<file path="config.mk">
export PLATFORM = sky130hd
export DESIGN_NAME = note_mixer
export DESIGN_NICKNAME = d
export VERILOG_FILES = /design/src/rtl/note_mixer_pkg.sv /design/src/rtl/note_mixer_pwm_dac.sv /design/src/rtl/note_mixer.sv
export SDC_FILE = /design/constraint.sdc
export NUM_CORES = 1
export LEC_CHECK = 0
export BUFFER_PORTS_ARGS = -buffer_cell sky130_fd_sc_hd__buf_2
export CAP_MARGIN = 20
export CORE_AREA = 2 2 179 181
export CTS_CLUSTER_DIAMETER = 120
export CTS_CLUSTER_SIZE = 25
export DETAILED_ROUTE_END_ITERATION = 8
export DIE_AREA = 0 0 181 183
export GPL_ROUTABILITY_DRIVEN = 0
export GPL_TIMING_DRIVEN = 1
export HOLD_SLACK_MARGIN = 0.02
export PLACE_DENSITY_LB_ADDON = 0.15
export SYNTH_ARGS = -nofsm -noshare
export SYNTH_HDL_FRONTEND = slang
export SYNTH_SLANG_ARGS = --single-unit
</file>
<file path="constraint.sdc">
create_clock -name clk -period 4.9 [get_ports clk]
set_input_delay 0 -clock clk [delete_from_list [all_inputs] [get_ports clk]]
set_output_delay 0 -clock clk [all_outputs]
set_load 0.005 [all_outputs]
</file>
<file path="src/rtl/note_mixer_pkg.sv">
// Shared constants, FSM state type and scaling table for the note mixer.
// Latency: n/a (declarations only).
// Backpressure: n/a.
package note_pkg;

    localparam int NUM_NOTES = 12;
    localparam int CNT_W     = 18;
    localparam int SMP_W     = 8;

    typedef enum logic [1:0] {
        IDLE,
        SCAN,
        SCALE,
        OUT
    } mix_state_t;

    // Entry n = floor(65280 / n), so hi*LUT[act] >> 8 maps hi/act onto 0..255.
    localparam logic [15:0] SCALE_LUT [0:12] = '{
        16'd0,     16'd65280, 16'd32640, 16'd21760, 16'd16320,
        16'd13056, 16'd10880, 16'd9325,  16'd8160,  16'd7253,
        16'd6528,  16'd5934,  16'd5440
    };

endpackage

</file>
<file path="src/rtl/note_mixer_pwm_dac.sv">
// 8-bit PWM DAC: free-running counter compared against the current sample.
// Latency: one cycle from sample to pwm_out (registered compare).
// Backpressure: none; sample is taken every cycle.
module pwm_dac
    import note_pkg::*;
(
    input  logic             clk,
    input  logic             n_rst,
    input  logic [SMP_W-1:0] sample,
    output logic             pwm_out
);

    logic [SMP_W-1:0] pwm_cnt;

    // Counter wraps 255->0; output high while counter is below the sample.
    always_ff @(posedge clk or negedge n_rst) begin
        if (!n_rst) begin
            pwm_cnt <= '0;
            pwm_out <= 1'b0;
        end else begin
            pwm_cnt <= pwm_cnt + 1'b1;
            pwm_out <= (pwm_cnt < sample);
        end
    end

endmodule

</file>
<file path="src/rtl/note_mixer.sv">
// Mixes square-wave levels of pressed notes into an 8-bit sample, drives a PWM DAC.
// Latency: tick in cycle T -> sample/sample_valid at T+14 (T+16 key path with NOTE_MIXER_KEY_SYNC_EN).
// Backpressure: none; a tick arriving outside IDLE is ignored.
module note_mixer
    import note_pkg::*;
#(
    parameter int SAMPLE_DIV = 256,
    parameter int PWM_W      = 8
)(
    input  logic                       clk,
    input  logic                       n_rst,
    input  logic [NUM_NOTES-1:0]       keys,
    input  logic [NUM_NOTES*CNT_W-1:0] count_in,
    input  logic [NUM_NOTES*CNT_W-1:0] lim_in,
    output logic [SMP_W-1:0]           sample,
    output logic                       sample_valid,
    output logic                       busy,
    output logic                       pwm_out
);

    if (SAMPLE_DIV < 16 || SAMPLE_DIV > 65535) begin : g_bad_div
        $error("note_mixer: SAMPLE_DIV must be within 16..65535");
    end
    if (PWM_W != SMP_W) begin : g_bad_pwm
        $error("note_mixer: PWM_W must equal the sample width (8)");
    end

    logic [15:0]          div;
    logic                 tick;
    logic [NUM_NOTES-1:0] key_src;
    logic [NUM_NOTES-1:0] key_q;
    mix_state_t           state;
    logic [3:0]           idx;
    logic [3:0]           hi_sum;
    logic [3:0]           act_sum;
    logic [CNT_W-1:0]     cnt_sel;
    logic [CNT_W-1:0]     lim_sel;
    logic                 note_hi;
    logic [19:0]          prod;
    logic [11:0]          shifted;
    logic [SMP_W-1:0]     res;

`ifdef NOTE_MIXER_KEY_SYNC_EN
    logic [NUM_NOTES-1:0] key_s1;
    logic [NUM_NOTES-1:0] key_s2;

    // Two-flop synchroniser for keys coming from another clock domain.
    always_ff @(posedge clk or negedge n_rst) begin
        if (!n_rst) begin
            key_s1 <= '0;
            key_s2 <= '0;
        end else begin
            key_s1 <= keys;
            key_s2 <= key_s1;
        end
    end
    assign key_src = key_s2;
`else
    assign key_src = keys;
`endif

    // Sample-rate divider: tick marks the last clock of each sample period.
    always_ff @(posedge clk or negedge n_rst) begin
        if (!n_rst) begin
            div <= '0;
        end else if (tick) begin
            div <= '0;
        end else begin
            div <= div + 16'd1;
        end
    end
    assign tick = (div == 16'(SAMPLE_DIV - 1));

    // Live select of the note under scan; square wave is high in the first half-period.
    always_comb begin
        cnt_sel = count_in[idx*CNT_W +: CNT_W];
        lim_sel = lim_in[idx*CNT_W +: CNT_W];
        note_hi = key_q[idx] && (cnt_sel < (lim_sel >> 1));
    end

    // Normalise hi/act to 0..255; silence when no key is pressed.
    always_comb begin
        prod    = 20'(hi_sum) * 20'(SCALE_LUT[act_sum]);
        shifted = 12'(prod >> 8);
        res     = '0;
        if (act_sum != 4'd0) begin
            res = (shifted > 12'd255) ? 8'hFF : shifted[7:0];
        end
    end

    // Mix FSM: snapshot keys, scan twelve notes, scale, publish sample.
    always_ff @(posedge clk or negedge n_rst) begin
        if (!n_rst) begin
            state        <= IDLE;
            key_q        <= '0;
            idx          <= '0;
            hi_sum       <= '0;
            act_sum      <= '0;
            sample       <= '0;
            sample_valid <= 1'b0;
            busy         <= 1'b0;
        end else begin
            case (state)
                IDLE: begin
                    sample_valid <= 1'b0;
                    if (tick) begin
                        key_q   <= key_src;
                        hi_sum  <= '0;
                        act_sum <= '0;
                        idx     <= '0;
                        busy    <= 1'b1;
                        state   <= SCAN;
                    end
                end
                SCAN: begin
                    act_sum <= act_sum + {3'b000, key_q[idx]};
                    hi_sum  <= hi_sum + {3'b000, note_hi};
                    if (idx == 4'(NUM_NOTES - 1)) begin
                        state <= SCALE;
                    end else begin
                        idx <= idx + 4'd1;
                    end
                end
                SCALE: begin
                    sample       <= res;
                    sample_valid <= 1'b1;
                    busy         <= 1'b0;
                    state        <= OUT;
                end
                OUT: begin
                    sample_valid <= 1'b0;
                    state        <= IDLE;
                end
                default: begin
                    state <= IDLE;
                end
            endcase
        end
    end

    pwm_dac u_pwm_dac (
        .clk     (clk),
        .n_rst   (n_rst),
        .sample  (sample),
        .pwm_out (pwm_out)
    );

endmodule

</file>
==> results.md <==
* Die Ht at around 180 um
* Synth top area cells: mux4_2 (27%), dfrtp_1 (18%), ha_1 (9.2%)
* Final cell count without fillers at 1677
* Routed via count at 8364
* Via density at 4.99
* GRT Overall Usage at 0.210
* RSZ-0062 raised after global routing: no
* Startpoint Class: flop
* Yosys top cell area share at 0.274
* Worst-Margin Slew at ~850 ps
* Starting density of the core at 0.271
* Yosys reg bits at 61
* Ys async rst share at 1.00
* Port bufs at 444
* Final Util at 0.376
* Critical path class: flop to flop
* Final worst setup slack at 332 ps
* EDFF count, synth at 0
* Power per cell area at roughly 130 nW/um^2
* Root buf cell: clkbuf_16
* Worst Hold Class: input port to asynchronous set/reset pin
* Max-Cap Viols at 0
* Clock Skew at 8.73 ps
* Crit path DAT at 4780 ps
* Drt pass-1 iters at 4
* Reg2Reg Setup Slack at 330 ps
* Required time of the worst setup path at 5110 ps
* Layout net count at 1799
* Fin. max-slew vios at 0
* Crit-path cells: inv_1 > ha_1 > nand2_1 > o21ai_0 > nor2_1 > a21oi_1 > and2_1 > fa_1 > inv_1 > fa_1 > inv_1 > ha_1 > a21o_1 > a21o_1 > nor3_1 > a211oi_2 > mux2i_1 > o31a_4 > a221o_1
* CP max-delay cell: fa_1
* Worst reg-to-reg path cell count at 19
* Initial antenna violation count at 12
* Synth Warn # at 0
* Crit path top cell by count: inv_1
* Clk sink count at 61
* Endpoints failing hold at 0
* Leak at 5.50 nW
* Bufs on Longest Clock Path at 2
* Antenna viol nets, final at 0
* Library cells used by synthesis at 55
* Synth area leader: mux4_2
* Final Cycle Share at 0.932
* Mapped Cells at 810
* Die ar. at 33100 um^2
* First-pass GRT wire length at 52400 um
* Post-route cell area at 11700 um^2
* Worst IR Drop VDD at 150 uV
* Total CTS buffers at 9
* DRT iter0 DRCs at 401
* Crit path buf inv count at 3
* Die width at 181 um
* Vias in the first global route at 8864
* Total gr overflow at 0
* Syn Area/Cell at about 10 um^2
* Crit path capture type: flop
* Slew HR at 0.436
* DRC viols at 0
* Outcome: completed
* Post-synthesis sequential area ratio at 0.181
* Core area at 31200 um^2
* Setup TNS at 0 ps
* Worst-path clk slew at 60 ps
* CTS tree: yes
* Most frequent cells in the layout: buf_2 (444), mux4_2 (103), nand2_1 (64), ha_1 (62), inv_1 (59)
* Wire per inst at 21.2 um
* Hold Worst Slack at 361 ps
* Share of cells above drive strength 1 at 0.493
* Total power at 1.48 mW
* Largest net degree at the start of global routing at 62
* Final setup fails at 0
* Pre-CTS setup slack at 287 ps
* Highest clock rate at 219 MHz
* Area Overhead vs Synth at 38.8%
* Worst r2r src: act_sum[0]$_DFFE_PN0P_
* Synthesized cell area at 8460 um^2
* Final HPWL DP at 30800 um
* Site Rows at 65
* Most common cell after layout, fill and taps aside: buf_2
* Tmin final at 4570 ps
* Cell family with most CP delay: adder cells
* Clock Latency Late Sink at 340 ps
* Placed inst area at 11300 um^2
* Post-Syn Nets at 1345
* CP Max Fanout at 8
* I/O Pins at 457
* H-tree Lvls at 3
* Crit Reg-Reg Endpoint: sample[5]$_DFFE_PN0P_
* Ys flop type: dfrtp_1
* Crit path largest cell delay at around 530 ps
* Drt total wl at 35600 um
* DP Cell Count at 1642
==> synth_stat cells, types with 5 or more instances <==
cell and count:
o21ai_0 40, inv_1 59, and2_1 23, nand2_1 64, ha_1 62, dfrtp_1 61
buf_2 10, xor2_1 12, and3_1 15, a22o_1 8, fa_1 27, nor2_1 47
mux2_2 16, mux2i_1 37, xnor2_1 20, nand2b_1 7, nor4_1 5, nand4_1 5
a221o_1 8, a32oi_1 5, nand3_1 23, a21o_1 9, clkbuf_1 26, nor3_1 12
o21a_1 5, a21oi_1 40, buf_1 12, nor2b_1 11, mux4_2 103
==> routing by layer <==
| layer | global-route usage | share of wire | vias up |
|---|---|---|---|
| met5 | 0 | 0.0019 | - |
| met4 | 0.0413 | 0.012 | 10 |
| met3 | 0.0570 | 0.069 | 36 |
| met2 | 0.355 | 0.50 | 276 |
| met1 | 0.271 | 0.42 | 4066 |
| li1 | - | - | 3976 |
==> cell families (layout without fill, tap and decap cells) <==
kind of cell	count (synthesis)	after routing	synth area share
XOR/XNOR	32	32	0.0331
flip-flops	61	61	0.181
other	0	6	0
AND/OR/NAND/NOR	220	220	0.129
AO/OA/AOI/OAI	142	142	0.111
buffers and inverters	110	569	0.0516
adder cells (fa/ha/maj)	89	89	0.156
multiplexers	156	156	0.339
==> power by group <==
part | switching, mW | internal [mW] | leakage, nW
sequential | 0.00252 | 0.509 | 0.788
clock | 0.223 | 0.405 | 0.143
combinational | 0.133 | 0.211 | 4.57
==> worst max path at each step <==
stage | start | to | slack [ps] | cells after the start
after CTS | act_sum[0]$_DFFE_PN0P_ | sample[5]$_DFFE_PN0P_ | 270 | 18
after global placement | act_sum[0]$_DFFE_PN0P_ | sample[2]$_DFFE_PN0P_ | 340 | 18
final | act_sum[0]$_DFFE_PN0P_ | sample[5]$_DFFE_PN0P_ | 330 | 19
after floorplan | act_sum[0]$_DFFE_PN0P_ | sample[4]$_DFFE_PN0P_ | 490 | 18
after detailed placement | act_sum[0]$_DFFE_PN0P_ | sample[5]$_DFFE_PN0P_ | 290 | 18
after global routing | idx[0]$_DFFE_PN0P_ | hi_sum[3]$_DFFE_PN0P_ | 4 | 18
==> worst reg2reg max path: cells and delay by family, from the launching register on <==
| kind | cells | cell delay [ps] |
|---|---|---|
| adders and majority gates | 4 | 1760 |
| AOI/OAI and AO/OA | 7 | 1380 |
| and+or+nand+nor | 4 | 650 |
| DFF | 1 | 350 |
| buffers and inverters | 3 | 170 |
| muxes | 1 | 140 |
==> flip-flops by register name, summed over array words and instances (netlist names) <==
register           flops
div                   16
key_q                 12
sample                 8
u_pwm_dac.pwm_cnt      8
act_sum                4
hi_sum                 4
idx                    4
state                  2
busy                   1
sample_valid           1
u_pwm_dac.pwm_out      1
==> cell type report <==
type / count / area [um^2]
antenna: 6 / 15.0
clock buffer: 12 / 246
clock inverter: 4 / 47.5
fill: 3285 / 19500
inverter: 60 / 225
multi-input combinational: 639 / 6500
sequential: 61 / 1540
tap: 402 / 503
timing repair buffer: 493 / 2660
==> timing repair <==
item                                   in CTS  in global routing
buffers inserted                            0                  0
hold buffers                               13                  0
endpoints found under the hold margin      73                  0
gates resized for setup                     0                  2
setup endpoints to repair                   0                  8
No activity file was read; power rests on OpenSTA's default activity.
